$ cat src/rtl/hazard_stall_controller_pkg.sv
// hazard_stall_controller_pkg: shared pipeline types and stage-control encodings
package hazard_stall_controller_pkg;
  localparam int REG_AW = 5;
  typedef enum logic {RUN, MD_BUSY} hsc_state_t;
  typedef struct packed {
    logic pc_write;
    logic ifid_write;
    logic idex_write;
    logic exmem_write;
    logic ifid_flush;
    logic idex_bubble;
    logic exmem_bubble;
    logic memwb_bubble;
  } stage_ctrl_t;
  localparam stage_ctrl_t CTL_RST = 8'b0000_0000;
  localparam stage_ctrl_t CTL_RUN = 8'b1111_0000;
  localparam stage_ctrl_t CTL_MEMFRZ = 8'b0000_0001;
  localparam stage_ctrl_t CTL_MD = 8'b0001_0010;
  localparam stage_ctrl_t CTL_BR = 8'b1111_1100;
  localparam stage_ctrl_t CTL_LU = 8'b0011_0100;
endpackage

$ cat src/rtl/hazard_stall_controller_wait_timer.sv
// hsc_wait_timer: saturating data-memory wait counter with sticky timeout flag
module hsc_wait_timer #(
  parameter int MEM_TIMEOUT = 64
) (
  input  logic clk,
  input  logic rst_n,
  input  logic freeze,
  output logic timeout
);
  localparam int WW = $clog2(MEM_TIMEOUT + 1);
  logic [WW-1:0] wait_cnt, wait_cnt_n;
  // count consecutive freeze cycles, holding at the limit, clearing on release
  always_comb begin
    wait_cnt_n = !freeze ? '0 : (wait_cnt == WW'(MEM_TIMEOUT)) ? wait_cnt : wait_cnt + 1'b1;
  end
  // register the count; timeout latches once the limit is reached
  always_ff @(posedge clk or negedge rst_n) begin
    if (!rst_n) begin
      wait_cnt <= '0;
      timeout <= 1'b0;
    end else begin
      wait_cnt <= wait_cnt_n;
      timeout <= timeout | (wait_cnt_n == WW'(MEM_TIMEOUT));
    end
  end
endmodule

$ cat src/rtl/hazard_stall_controller.sv
// hazard_stall_controller: pipeline stall/flush sequencer; HAZ_PERF_CNT_EN adds perf counters
module hazard_stall_controller #(
  parameter int REG_AW = hazard_stall_controller_pkg::REG_AW,
  parameter int MD_LAT = 4,
  parameter int MEM_TIMEOUT = 64
) (
  input  logic              clk,
  input  logic              rst_n,
  input  logic [REG_AW-1:0] ID_RS,
  input  logic [REG_AW-1:0] ID_RT,
  input  logic              ID_UsesRT,
  input  logic [REG_AW-1:0] EX_RD,
  input  logic              EX_MemRead,
  input  logic              EX_BranchTaken,
  input  logic              EX_MdStart,
  input  logic              MEM_Req,
  input  logic              MEM_Ready,
  output logic              PC_Write,
  output logic              IFID_Write,
  output logic              IDEX_Write,
  output logic              EXMEM_Write,
  output logic              IFID_Flush,
  output logic              IDEX_Bubble,
  output logic              EXMEM_Bubble,
  output logic              MEMWB_Bubble,
  output logic              MD_Busy,
  output logic              MEM_Timeout
`ifdef HAZ_PERF_CNT_EN
  ,
  output logic [31:0]       stall_cycles,
  output logic [31:0]       flush_count,
  output logic [15:0]       lu_count
`endif
);
  import hazard_stall_controller_pkg::*;
  localparam int CW = $clog2(MD_LAT);
  hsc_state_t state, state_n;
  logic [CW-1:0] md_cnt, md_cnt_n;
  logic md_hold, md_hold_n, memfrz, md_go, mdstall, lu;
  stage_ctrl_t ctl;
  assign memfrz = MEM_Req & ~MEM_Ready;
  assign md_go = (state == RUN) & EX_MdStart & ~md_hold;
  assign mdstall = (state == MD_BUSY) | md_go;
  assign lu = EX_MemRead & (EX_RD != '0) & ((EX_RD == ID_RS) | (ID_UsesRT & (EX_RD == ID_RT)));
  // prioritised stage control; everything idles while reset is held
  always_comb begin
    ctl = !rst_n ? CTL_RST : memfrz ? CTL_MEMFRZ : mdstall ? CTL_MD :
          EX_BranchTaken ? CTL_BR : lu ? CTL_LU : CTL_RUN;
  end
  assign PC_Write = ctl.pc_write;
  assign IFID_Write = ctl.ifid_write;
  assign IDEX_Write = ctl.idex_write;
  assign EXMEM_Write = ctl.exmem_write;
  assign IFID_Flush = ctl.ifid_flush;
  assign IDEX_Bubble = ctl.idex_bubble;
  assign EXMEM_Bubble = ctl.exmem_bubble;
  assign MEMWB_Bubble = ctl.memwb_bubble;
  assign MD_Busy = (state == MD_BUSY);
  // mul/div sequencing: count down the latency, then hold off re-trigger until EX advances
  always_comb begin
    state_n = state;
    md_cnt_n = md_cnt;
    md_hold_n = md_hold;
    if (md_go) begin
      state_n = MD_BUSY;
      md_cnt_n = CW'(MD_LAT - 1);
    end
    if (state == MD_BUSY) begin
      md_cnt_n = md_cnt - 1'b1;
      if (md_cnt == CW'(1)) begin
        state_n = RUN;
        md_hold_n = 1'b1;
      end
    end else if (md_hold && !memfrz) begin
      md_hold_n = 1'b0;
    end
  end
  // state register
  always_ff @(posedge clk or negedge rst_n) begin
    if (!rst_n) begin
      state <= RUN;
      md_cnt <= '0;
      md_hold <= 1'b0;
    end else begin
      state <= state_n;
      md_cnt <= md_cnt_n;
      md_hold <= md_hold_n;
    end
  end
  hsc_wait_timer #(.MEM_TIMEOUT(MEM_TIMEOUT)) u_wait_timer (
    .clk(clk),
    .rst_n(rst_n),
    .freeze(memfrz),
    .timeout(MEM_Timeout)
  );
`ifdef HAZ_PERF_CNT_EN
  logic lu_bubble;
  assign lu_bubble = ~memfrz & ~mdstall & ~EX_BranchTaken & lu;
  // saturating event counters
  always_ff @(posedge clk or negedge rst_n) begin
    if (!rst_n) begin
      stall_cycles <= '0;
      flush_count <= '0;
      lu_count <= '0;
    end else begin
      stall_cycles <= stall_cycles + 32'(~ctl.pc_write & ~&stall_cycles);
      flush_count <= flush_count + 32'(ctl.ifid_flush & ~&flush_count);
      lu_count <= lu_count + 16'(lu_bubble & ~&lu_count);
    end
  end
`endif
endmodule

$ cat config.mk
export PLATFORM = sky130hd
export DESIGN_NAME = hazard_stall_controller
export DESIGN_NICKNAME = d
export VERILOG_FILES = /design/src/rtl/hazard_stall_controller_pkg.sv /design/src/rtl/hazard_stall_controller_wait_timer.sv /design/src/rtl/hazard_stall_controller.sv
export SDC_FILE = /design/constraint.sdc
export NUM_CORES = 1
export LEC_CHECK = 0
export ABC_AREA = 1
export BUFFER_PORTS_ARGS = -buffer_cell sky130_fd_sc_hd__buf_2
export CORE_UTILIZATION = 40
export CTS_CLUSTER_DIAMETER = 80
export DETAILED_ROUTE_END_ITERATION = 16
export PLACE_DENSITY_LB_ADDON = 0.2
export REMOVE_ABC_BUFFERS = 1
export SLEW_MARGIN = 10
export SYNTH_ARGS = -nofsm -noshare
export SYNTH_HDL_FRONTEND = slang
export SYNTH_SLANG_ARGS = --single-unit
$ cat constraint.sdc
create_clock -name clk -period 1.5 [get_ports clk]
set_input_delay 0.075 -clock clk [delete_from_list [all_inputs] [get_ports clk]]
set_output_delay 0.075 -clock clk [all_outputs]
set_load 0.01 [all_outputs]
Word level (Yosys, flattened, before mapping)
Cells that the tools add are included.

Register bits: 12. Bits of input ports: 23. Output and inout port bits: 10. Word-level logic and storage cells: 46.

$add $sub $neg: 2. Equal/unequal tests: 6. Multiplexer cells: 15. Bitwise logic cells: 12. Reduce and logical (&&, ||, !) cells: 6.

Operators with widths (number): two-way mux 8 bit (5); equality test 7 bit (second input constant) (2); two-way mux 7 bit (2); equality test 5 bit (2); adder 7 x 1 -> 7 bit (second input constant) (1); bitwise AND 1 bit (6); two-way mux 1 bit (6); nonzero test 5 bit (1); two-way mux 2 bit (2); nonzero test 2 bit (2); inverter 1 bit (3); bitwise OR 1 bit (3); equality test 2 x 1 -> 1 bit (second input constant) (1); != test 2 x 1 -> 1 bit (second input constant) (1); AND reduction 2 bit (1); subtractor 2 x 1 -> 2 bit (second input constant) (1); logical AND 1 bit (1); zero test 1 bit (1).

Logic depth before layout (Yosys ltp)
Gate-level depths: netlist of run 1.

Depth in word-level cells: 9. Depth in mapped cells: 11. Mapped depth without buffers: 11.

Cells and area by module
Synthesis of run 1 repeated with hierarchy kept, for this count alone.

Cells, all modules: 153. Area total of the unflattened synthesis: 915.9 um^2.

Modules (own cells, without submodules): hsc_wait_timer (times used 1, cells an instance 66, area an instance 467.9 um^2, sequential area each 200.2 um^2); hazard_stall_controller (times used 1, cells an instance 87, area an instance 447.9 um^2, sequential area each 100.1 um^2).

Worst setup path after synthesis of run 1
No wires, ideal clock.

Path type: register to output. Start point: reg state (netlist: MD_Busy). End point: out PC_Write. Arrival time: 1.240 ns. Data required time: 1.425 ns. Path slack: 0.185 ns. Stages on the path, launching flop included: 9. Path buffers: 1. Cell sequence: dfrtp_1 > inv_1 > o21ai_0 > inv_1 > nand2_1 > inv_1 > nand2_1 > nand2_1 > buf_4.

Word-level cells in the longest chain between the ends: 7.

RTL lines: from (decl) (line hazard_stall_controller.sv:37) `hsc_state_t state, state_n;`; from (signal assigned) (line hazard_stall_controller.sv:85) `state <= state_n;`; inverter 1 bit (line hazard_stall_controller.sv:42) `assign md_go = (state == RUN) & EX_MdStart & ~md_hold;`; bitwise AND 1 bit (2 in a row) (line hazard_stall_controller.sv:42); bitwise OR 1 bit * (line hazard_stall_controller.sv:43) `assign mdstall = (state == MD_BUSY) | md_go;`; two-way mux 8 bit * (3 in a row) (line hazard_stall_controller.sv:47) `ctl = !rst_n ? CTL_RST : memfrz ? CTL_MEMFRZ : mdstall ? CTL_MD :`; to (decl) (line hazard_stall_controller.sv:18) `output logic PC_Write,`.

Mark *: on every way between the ends. The rest lies on a longest branch, timed or not.

Worst setup path after layout of run 1
Start point: reg u_wait_timer.wait_cnt[1]. End point: reg u_wait_timer.timeout.

Word-level cells in the longest chain between the ends: 5. Elaborated cells on any way between the ends: 6. Classes of those cells: add/sub: 1; eq/ne: 2; mux: 2; bitwise: 1.

RTL lines: from (decl) (line hazard_stall_controller_wait_timer.sv:11) `logic [WW-1:0] wait_cnt, wait_cnt_n;`; from (signal assigned) (line hazard_stall_controller_wait_timer.sv:22) `wait_cnt <= wait_cnt_n;`; equality test 7 bit (line hazard_stall_controller_wait_timer.sv:14) `wait_cnt_n = !freeze ? '0 : (wait_cnt == WW'(MEM_TIMEOUT)) ? wait_cnt : wait_cnt + 1'b1;`; two-way mux 7 bit (2 in a row) (line hazard_stall_controller_wait_timer.sv:14); via u_wait_timer.wait_cnt_n[0] (line hazard_stall_controller_wait_timer.sv:11); equality test 7 bit (line hazard_stall_controller_wait_timer.sv:23) `timeout <= timeout | (wait_cnt_n == WW'(MEM_TIMEOUT));`; bitwise OR 1 bit (line hazard_stall_controller_wait_timer.sv:23); to (signal assigned) (line hazard_stall_controller_wait_timer.sv:23); to (decl) (line hazard_stall_controller_wait_timer.sv:8) `output logic timeout`.

The timed path passes the listed nets, and every way through them passes these cells. A chain may end at the register's enable or synchronous reset.

==> metrics.cfg, run 1 <==
[outcome]
outcome = finished clean

[finish]
n_antenna_cell = 0
synthToLayoutAreaGrowth_pct = 37.39
nets = 206
fill_cells = 194
fin_area_um2 = 1214
drive_above_1_share_pct = 34.08

[floorplan]
core_um2 = 2022
die_h_um = 49.00
start_util_pct = 43.69
io_pins = 33
dieArea_um2 = 2401
dieWidth_um = 49.00
rows = 16

[drt]
wl_met2_mm = 1.094
drt_wl_total_mm = 2.118
dr_total_vias = 963
dr.pass1.iters = 4
route.detailed.drc = 0
drt_iter0_markers = 33
ant_nets = 0
wl_met1_um = 896
topRoutingLayerUsed = met4
viasPerCell = 4.675
dr_wl_met3_um = 100
wl_per_cell_um = 10.28

[global_routing]
grt_max_degree = 13
grt_first_pass_wirelength_mm = 3.346
overflow = 0
antenna_found_initial = 0
grt_usage_pct = 17.80
grt_pass1_vias = 856

[logic_synthesis]
synth_cells = 137
yosysWarnings = 0
synth_most_common_cell = nand2_1
ys_types = 16
synth-main-ff-cell = dfrtp_1
yosys.area.top_type = dfrtp_1
netlist_area_um2 = 883.3
ys_ff_latch = 12
synth-edff-count = 0
avgSynthCellArea_um2 = 6.448
synth_area_leaders = dfrtp_1 (34%), nand2_1 (17%), inv_1 (13%)
yosys-top-cells-count = nand2_1 (39), inv_1 (31), nor2_1 (15)
synth_top_area_share_pct = 33.99
synthArstFlopShare_pct = 100.0
ys_seq_area_share_pct = 33.99

[pwr]
power.share.combinational_pct = 36.2
p_leak_nw = 0.7424
p_sw_uw = 359.9
seqPwrFrac_pct = 39.4
internal_power_uw = 701.8
peakVddDrop_mv = 1.042
powerDensity_nw_per_um2 = 874.7
clock_power_share_pct = 24.4
switching_share_pct = 33.90

[timing]
rsz0062_at_grt = true
maxSlewHeadroom_pct = 68.93
maxSlewViolCount = 0
worst_pin_slew_ns = 0.4655
setup_violations = 0
max_freq_mhz = 709.5
fin_ws_ns = 0.09060
fin_crit_sh_pct = 93.96
fin_skew_ns = 0.006019
period_needed_ns = 1.409
finalHoldViolCount = 0

[clock_tree]
htree_levels = 1
clock_latency_ns = 0.28
cts_buffers = 3
root_buffer = clkbuf_4
clkTransAtPathRegs_ns = 0.08
cts.sinks = 12
clockBufferDepth = 2
cts_tree = built

[placed_design]
port_buffers = 32
pre_cts_slack_ns = 0.1020
gp_congestion = 0.7934
place_hpwl_mm = 1.601
dpl-instance-area_um2 = 1077

[min_path]
min_path_type = in2reg

[worst_setup_path]
cp.arrival_ns = 1.58
critPathKind = reg2reg
startpoint_type = register
cp_max_fo = 4
required_ns = 1.67
endpoint_kind = register

[run]
maxCapViolCount = 0

cells in the final DEF (no fill, tap or decap), types with 2 or more instances in the layout:
cell type and instances:
dfrtp_1 10, a21oi_1 2, nand4_1 3, dfrtp_2 2, nand2_2 4, nand3_2 2
buf_2 32, clkbuf_4 3, xor2_1 4, nor2_2 4, inv_1 27, nand3_1 10
o21ai_0 6, nor3_1 2, nor2_1 14, inv_2 4, ha_4 2, nand2_1 35
buf_4 6
power by group through the flow:
| stage | logic [mW] | clock network [mW] | registers [mW] |
|---|---|---|---|
| global placement | 0.301 | 0 | 0.422 |
| detailed placement | 0.322 | 0 | 0.426 |
| finish | 0.384 | 0.259 | 0.418 |
| global route | 0.439 | 0.282 | 0.423 |
| floorplan | 0.190 | 0 | 0.423 |
| CTS | 0.342 | 0.274 | 0.422 |
stage by stage:
stage / hold WS (ns) / utilization, % / total power [mW] / TNS [ns] / cells
after floorplan: -0.2206 / - / 0.6132 / 0 / 136
after CTS: 0.1282 / 55.94 / 1.038 / 0 / 202
after detailed placement: 0.03923 / 53.28 / 0.7475 / 0 / 196
after global placement: 0.01837 / 53.28 / 0.7235 / 0 / 196
final: 0.1528 / 60.02 / 1.062 / 0 / 206
after global routing: 0.1568 / 60.02 / 1.145 / -0.03149 / 206
cell families after synthesis:
group	share of synthesized area, %
compound gates	5.949
simple gates	36.83
flops	33.99
xor+xnor	4.957
buf+inv	14.02
fa+ha+maj	4.250
flip-flops by register name (all words and copies together) (netlist names):
| signal | flops |
|---|---|
| MD_Busy | 1 |
| md_cnt | 2 |
| md_hold | 1 |
| u_wait_timer.timeout | 1 |
| u_wait_timer.wait_cnt | 7 |
worst max-delay path, cell delays in order, from the launching register on:
cell and delay (ns):
dfrtp_2 0.46, inv_2 0.10, ha_4 0.13, nand2_2 0.04, inv_2 0.07, nand3_4 0.08, nand2_2 0.09, nand2_2 0.05
nor2_2 0.13, nor2_1 0.05, nand2_1 0.05, nand2_1 0.05
per-layer routing:
layer	global-route usage, %	vias to the layer above
li1	-	500
met1	20.91	427
met2	32.64	32
met3	3.738	4
met4	4.412	0
met5	0	-
cell type report:
| class | count | area, um2 | share of cell area, % |
|---|---|---|---|
| timing repair buffer | 39 | 215.2 | 17.73 |
| multi-input combinational | 93 | 509.2 | 41.96 |
| sequential | 12 | 302.8 | 24.95 |
| tap | 27 | 33.78 | 2.784 |
| inverter | 31 | 116.4 | 9.588 |
| clock buffer | 4 | 36.28 | 2.990 |
worst paths after layout:
check                                    startpoint                  endpoint  slack (ns)  depth (start not counted)
setup / recovery           u_wait_timer.wait_cnt[1]      u_wait_timer.timeout        0.09                         11
hold / removal                            MEM_Ready  u_wait_timer.wait_cnt[1]        0.15                          4
hold reg to reg                u_wait_timer.timeout      u_wait_timer.timeout        0.46                          2
min in group asynchronous                     rst_n  u_wait_timer.wait_cnt[0]        0.27                          3
max in group asynchronous                     rst_n  u_wait_timer.wait_cnt[1]        1.07                          3
setup reg to reg           u_wait_timer.wait_cnt[1]      u_wait_timer.timeout        0.09                         11
timing repair:
item	in CTS	in global routing
buffers inserted	1	4
resized for setup	0	18
hold buffers	1	0
setup endpoints to repair	4	6
endpoints found under the hold margin	12	0
pin swaps	0	6
(Power assumes the default switching activity.)
==> run 2: changes to the inputs <==
- ABC_AREA: 1 -> 0
==> metrics.cfg, run 2 <==
[outcome]
outcome = finished clean

[logic_synthesis]
yosys-top-cells-count = dfrtp_1 (12), xor2_1 (11), nor2_1 (10)
yosysWarnings = 0
yosys.area.top_type = dfrtp_1
avgSynthCellArea_um2 = 8.786
synth_cells = 92
synth-edff-count = 0
netlist_area_um2 = 808.3
synth_most_common_cell = dfrtp_1
synth-main-ff-cell = dfrtp_1
synthArstFlopShare_pct = 100.0
ys_types = 29
synth_top_area_share_pct = 37.15
ys_ff_latch = 12
synth_area_leaders = dfrtp_1 (37%), xor2_1 (12%), xnor2_1 (5.4%)
ys_seq_area_share_pct = 37.15

[timing]
fin_ws_ns = 0.0003904
fin_skew_ns = 0.001224
setup_violations = 0
rsz0062_at_grt = true
finalHoldViolCount = 0
max_freq_mhz = 666.8
period_needed_ns = 1.500
fin_hold_ws_ns = 0.2876
tns_ns = 0
maxSlewHeadroom_pct = 83.44
maxSlewViolCount = 0
worst_pin_slew_ns = 0.2461
fin_crit_sh_pct = 99.97

[pwr]
switching_share_pct = 33.62
power.share.combinational_pct = 35.8
internal_power_uw = 718.1
clock_power_share_pct = 24.9
power_mw = 1.082
peakVddDrop_mv = 0.7907
p_sw_uw = 363.8
p_leak_nw = 0.6059
seqPwrFrac_pct = 39.3
powerDensity_nw_per_um2 = 915.9

[drt]
drt_wl_total_mm = 1.927
viasPerCell = 4.860
dr_total_vias = 797
drt_iter0_markers = 13
ant_nets = 0
route.detailed.drc = 0
dr.pass1.iters = 4
wl_per_cell_um = 11.75

[worst_setup_path]
cp.arrival_ns = 1.68
cp-startpoint = u_wait_timer.wait_cnt[0]
critPathKind = reg2reg
endpoint_kind = register
reg2reg_from = u_wait_timer.wait_cnt[0]
crit_chain = ha_4, and2_4, a21oi_2, o31ai_1, a22o_1, a41o_1
cp_max_fo = 3
crit_end = u_wait_timer.timeout
max_stage_delay_ns = 0.45
reg2reg_slack_ns = 0.0004
required_ns = 1.68
r2r-end = u_wait_timer.timeout
worstRegToRegCells = 6
startpoint_type = register
cp_slowest_cell = dfrtp_2

[finish]
synthToLayoutAreaGrowth_pct = 46.13
fill_cells = 162
n_antenna_cell = 0
final_cell_mix = buf_2 (32), buf_4 (13), xor2_1 (11)
multi_input_area_um2 = 501.7
postLayoutCoreUtil_pct = 65.56
nets = 166
largest_reg_flops = 7
layout.area.seq_um2 = 302.8
stdcell_count = 164
layout_commonest_cell = buf_2
fin_area_um2 = 1181
largestRegisters = u_wait_timer.wait_cnt: 7 flops, md_cnt: 2 flops
top_register = u_wait_timer.wait_cnt
drive_above_1_share_pct = 44.60

[floorplan]
core_um2 = 1802
die_h_um = 46.95
rows = 15
io_pins = 33
start_util_pct = 44.86
dieWidth_um = 46.95
dieArea_um2 = 2204

[clock_tree]
clkTransAtPathRegs_ns = 0.08
cts_buffers = 3
cts_tree = built
clock_latency_ns = 0.28
clockBufferDepth = 2
cts.sinks = 12
htree_levels = 1
root_buffer = clkbuf_4
cts_setup_buffers = 0

[global_routing]
antenna_found_initial = 0
grt_first_pass_wirelength_mm = 3.125
grt_max_degree = 14
grt_usage_pct = 20.75
grt_pass1_vias = 755
overflow = 0

[placed_design]
port_buffers = 32
dpl-instance-area_um2 = 1077
place_hpwl_mm = 1.440
gp_congestion = 0.7406
pre_cts_slack_ns = -0.03531
dp.cells = 159

[min_path]
min_path_type = in2async

[run]
maxCapViolCount = 0

-- run 2: repair_timing --
| action | CTS | global route |
|---|---|---|
| endpoints found under the hold margin | 12 | 0 |
| hold buffers | 1 | 0 |
| resized for setup | 1 | 15 |
| pin swaps | 2 | 5 |
| endpoints found under the setup margin | 1 | 5 |
-- run 2: critical path: cells and delay by family, from the launching register on --
family	cells	cell delay, ns
compound gates	4	0.60
fa+ha+maj	1	0.19
flops	1	0.45
simple gates	1	0.15
-- run 2: layout make-up --
class,count,area share [%]
tap,25,2.648
multi-input combinational,68,42.48
inverter,8,2.542
sequential,12,25.64
clock buffer,4,3.072
timing repair buffer,47,23.62
-- run 2: cells by family after synthesis --
family,count (synthesis),share of synthesized area (%)
xor gates and xnor gates,16,17.34
DFF,12,37.15
buffers and inverters,12,7.120
AOI/OAI and AO/OA,13,10.53
adders and majority gates,3,4.644
and+or+nand+nor,34,20.75
muxes,2,2.477
-- run 2: worst min-delay path by stage --
stage | start | endpoint | slack (ns)
after detailed placement | rst_n | u_wait_timer.wait_cnt[2] | 0.04
after floorplan | rst_n | MD_Busy | -0.22
after CTS | MEM_Req | u_wait_timer.wait_cnt[5] | 0.27
final | rst_n | u_wait_timer.wait_cnt[2] | 0.29
after global routing | rst_n | MD_Busy | 0.31
after global placement | rst_n | u_wait_timer.wait_cnt[2] | 0.04
-- run 2: power groups by stage --
stage / logic [mW] / clock network [mW] / registers [mW]
after CTS: 0.385 / 0.273 / 0.420
after global placement: 0.375 / 0 / 0.423
after global routing: 0.435 / 0.289 / 0.432
final: 0.387 / 0.269 / 0.426
after floorplan: 0.187 / 0 / 0.448
after detailed placement: 0.381 / 0 / 0.425
-- run 2: routing by layer --
layer,track usage (%),share of wire (%)
met2,31.67,49
met3,5.385,2.4
met1,26.79,47
met5,0,0
met4,11.43,1.9
==> run 3: changes to the inputs <==
- HOLD_SLACK_MARGIN: default -> 0.15
- PLACE_DENSITY: default -> 0.66
- PLACE_DENSITY_LB_ADDON: 0.2 -> default
==> metrics.cfg, run 3 (synthesis gave the netlist of run 2 again) <==
[outcome]
outcome = finished with violations
violations = negative setup slack

[timing]
period_needed_ns = 1.505
maxSlewViolCount = 0
rsz0062_at_grt = true
fin_crit_sh_pct = 100.4
fin_hold_ws_ns = 0.2299
maxSlewHeadroom_pct = 79.49
max_freq_mhz = 664.3
fin_ws_ns = -0.005345
fin_skew_ns = 0.005005
setup_violations = 1
finalHoldViolCount = 0
worst_pin_slew_ns = 0.3048

[clock_tree]
htree_levels = 1
cts.sinks = 12
clkTransAtPathRegs_ns = 0.07
cts_tree = built
cts_buffers = 3
clockBufferDepth = 2
clock_latency_ns = 0.28
root_buffer = clkbuf_4

[finish]
fill_cells = 171
largestRegisters = u_wait_timer.wait_cnt: 7 flops, md_cnt: 2 flops
top_register = u_wait_timer.wait_cnt
largest_reg_flops = 7
multi_input_area_um2 = 501.7
n_antenna_cell = 0
layout_commonest_cell = buf_2
drive_above_1_share_pct = 45.77
layout.area.seq_um2 = 301.5
nets = 170
final_cell_mix = buf_2 (32), buf_4 (16), dfrtp_1 (11), xor2_1 (11), nor2_1 (9)
synthToLayoutAreaGrowth_pct = 48.45
postLayoutCoreUtil_pct = 66.60

[global_routing]
grt_max_degree = 14
overflow = 0
grt_usage_pct = 20.16
grt_first_pass_wirelength_mm = 3.077
grt_pass1_vias = 754
antenna_found_initial = 0

[worst_setup_path]
endpoint_kind = register
critPathKind = reg2reg
cp.arrival_ns = 1.72
required_ns = 1.72
cp_max_fo = 3
startpoint_type = register

[drt]
viasPerCell = 4.826
ant_nets = 0
route.detailed.drc = 0
dr_total_vias = 806
dr.pass1.iters = 4
wl_per_cell_um = 11.65
drt_iter0_markers = 10
drt_wl_total_mm = 1.946

[run]
maxCapViolCount = 0

[floorplan]
rows = 15
die_h_um = 46.95
start_util_pct = 44.86
dieWidth_um = 46.95
dieArea_um2 = 2204
io_pins = 33
core_um2 = 1802

[pwr]
p_leak_nw = 0.6227
peakVddDrop_mv = 0.4293
powerDensity_nw_per_um2 = 845.6
power_mw = 1.015

[placed_design]
place_hpwl_mm = 1.521
pre_cts_slack_ns = -0.008979
gp_congestion = 0.8649
port_buffers = 32

[min_path]
min_path_type = in2reg

==> run 3: cell count changes in the layout (fill, tap and decap cells not counted) <==
cell      delta
inv_2        +1
buf_6        +1
inv_1        -1
buf_4        +3
clkbuf_8     -1
dfrtp_1      +1
dfrtp_2      -1
==> run 3: metrics by stage <==
stage	TNS, ns	instances	instance area, um2
after global placement	0	160	1085
after detailed placement	-0.008979	160	1085
after floorplan	-0.1678	88	780.7
after global routing	-0.05237	167	1200
final	-0.005345	167	1200
after CTS	-0.005243	166	1149
==> run 3: worst max-delay path, cell delays in order (launching register included) <==
cell,delay (ns)
dfrtp_2,0.45
ha_4,0.19
buf_6,0.12
nor2_4,0.07
a21oi_2,0.04
o31ai_1,0.24
a22o_1,0.17
a41o_1,0.17
==> run 3: cell type report <==
class                   count  share of cell area [%]
repair buffers             51                   26.07
clock buffers               3                   1.877
inverters                   8                   2.503
flip-flops and latches     12                   25.13
multi-input cells          68                   41.81
well taps                  25                   2.607
==> run 3: per-layer routing <==
metal | vias to the layer above | track usage (%) | wire (um)
met5 | - | 0 | 0
met4 | 0 | 6.857 | 26
met3 | 3 | 3.462 | 108
met2 | 26 | 35.00 | 959
met1 | 368 | 25.24 | 852
li1 | 409 | - | -
==> run 3: report_power, final <==
group | internal (mW) | switching, mW | leakage [nW]
Combinational | 0.190 | 0.205 | 0.453
Sequential | 0.383 | 0.0392 | 0.156
Clock | 0.0933 | 0.104 | 0.0138
==> run 3: timing repair <==
item | 4_1_cts | 5_1_grt
pin swaps | 6 | 5
hold endpoints to repair | 12 | 0
resized for setup | 4 | 13
setup endpoints to repair | 1 | 3
setup buffers | 2 | 1
hold buffers | 1 | 0
==> run 3: final timing paths <==
path	to	cells after the start	slack, ns	startpoint
min in group asynchronous	u_wait_timer.wait_cnt[3]	3	0.28	rst_n
min reg2reg	u_wait_timer.timeout	1	0.47	u_wait_timer.timeout
min	u_wait_timer.wait_cnt[5]	3	0.23	MEM_Req
max	u_wait_timer.timeout	7	-0.005	u_wait_timer.wait_cnt[1]
max reg2reg	u_wait_timer.timeout	7	-0.005	u_wait_timer.wait_cnt[1]
max in group asynchronous	u_wait_timer.wait_cnt[1]	3	1.05	rst_n
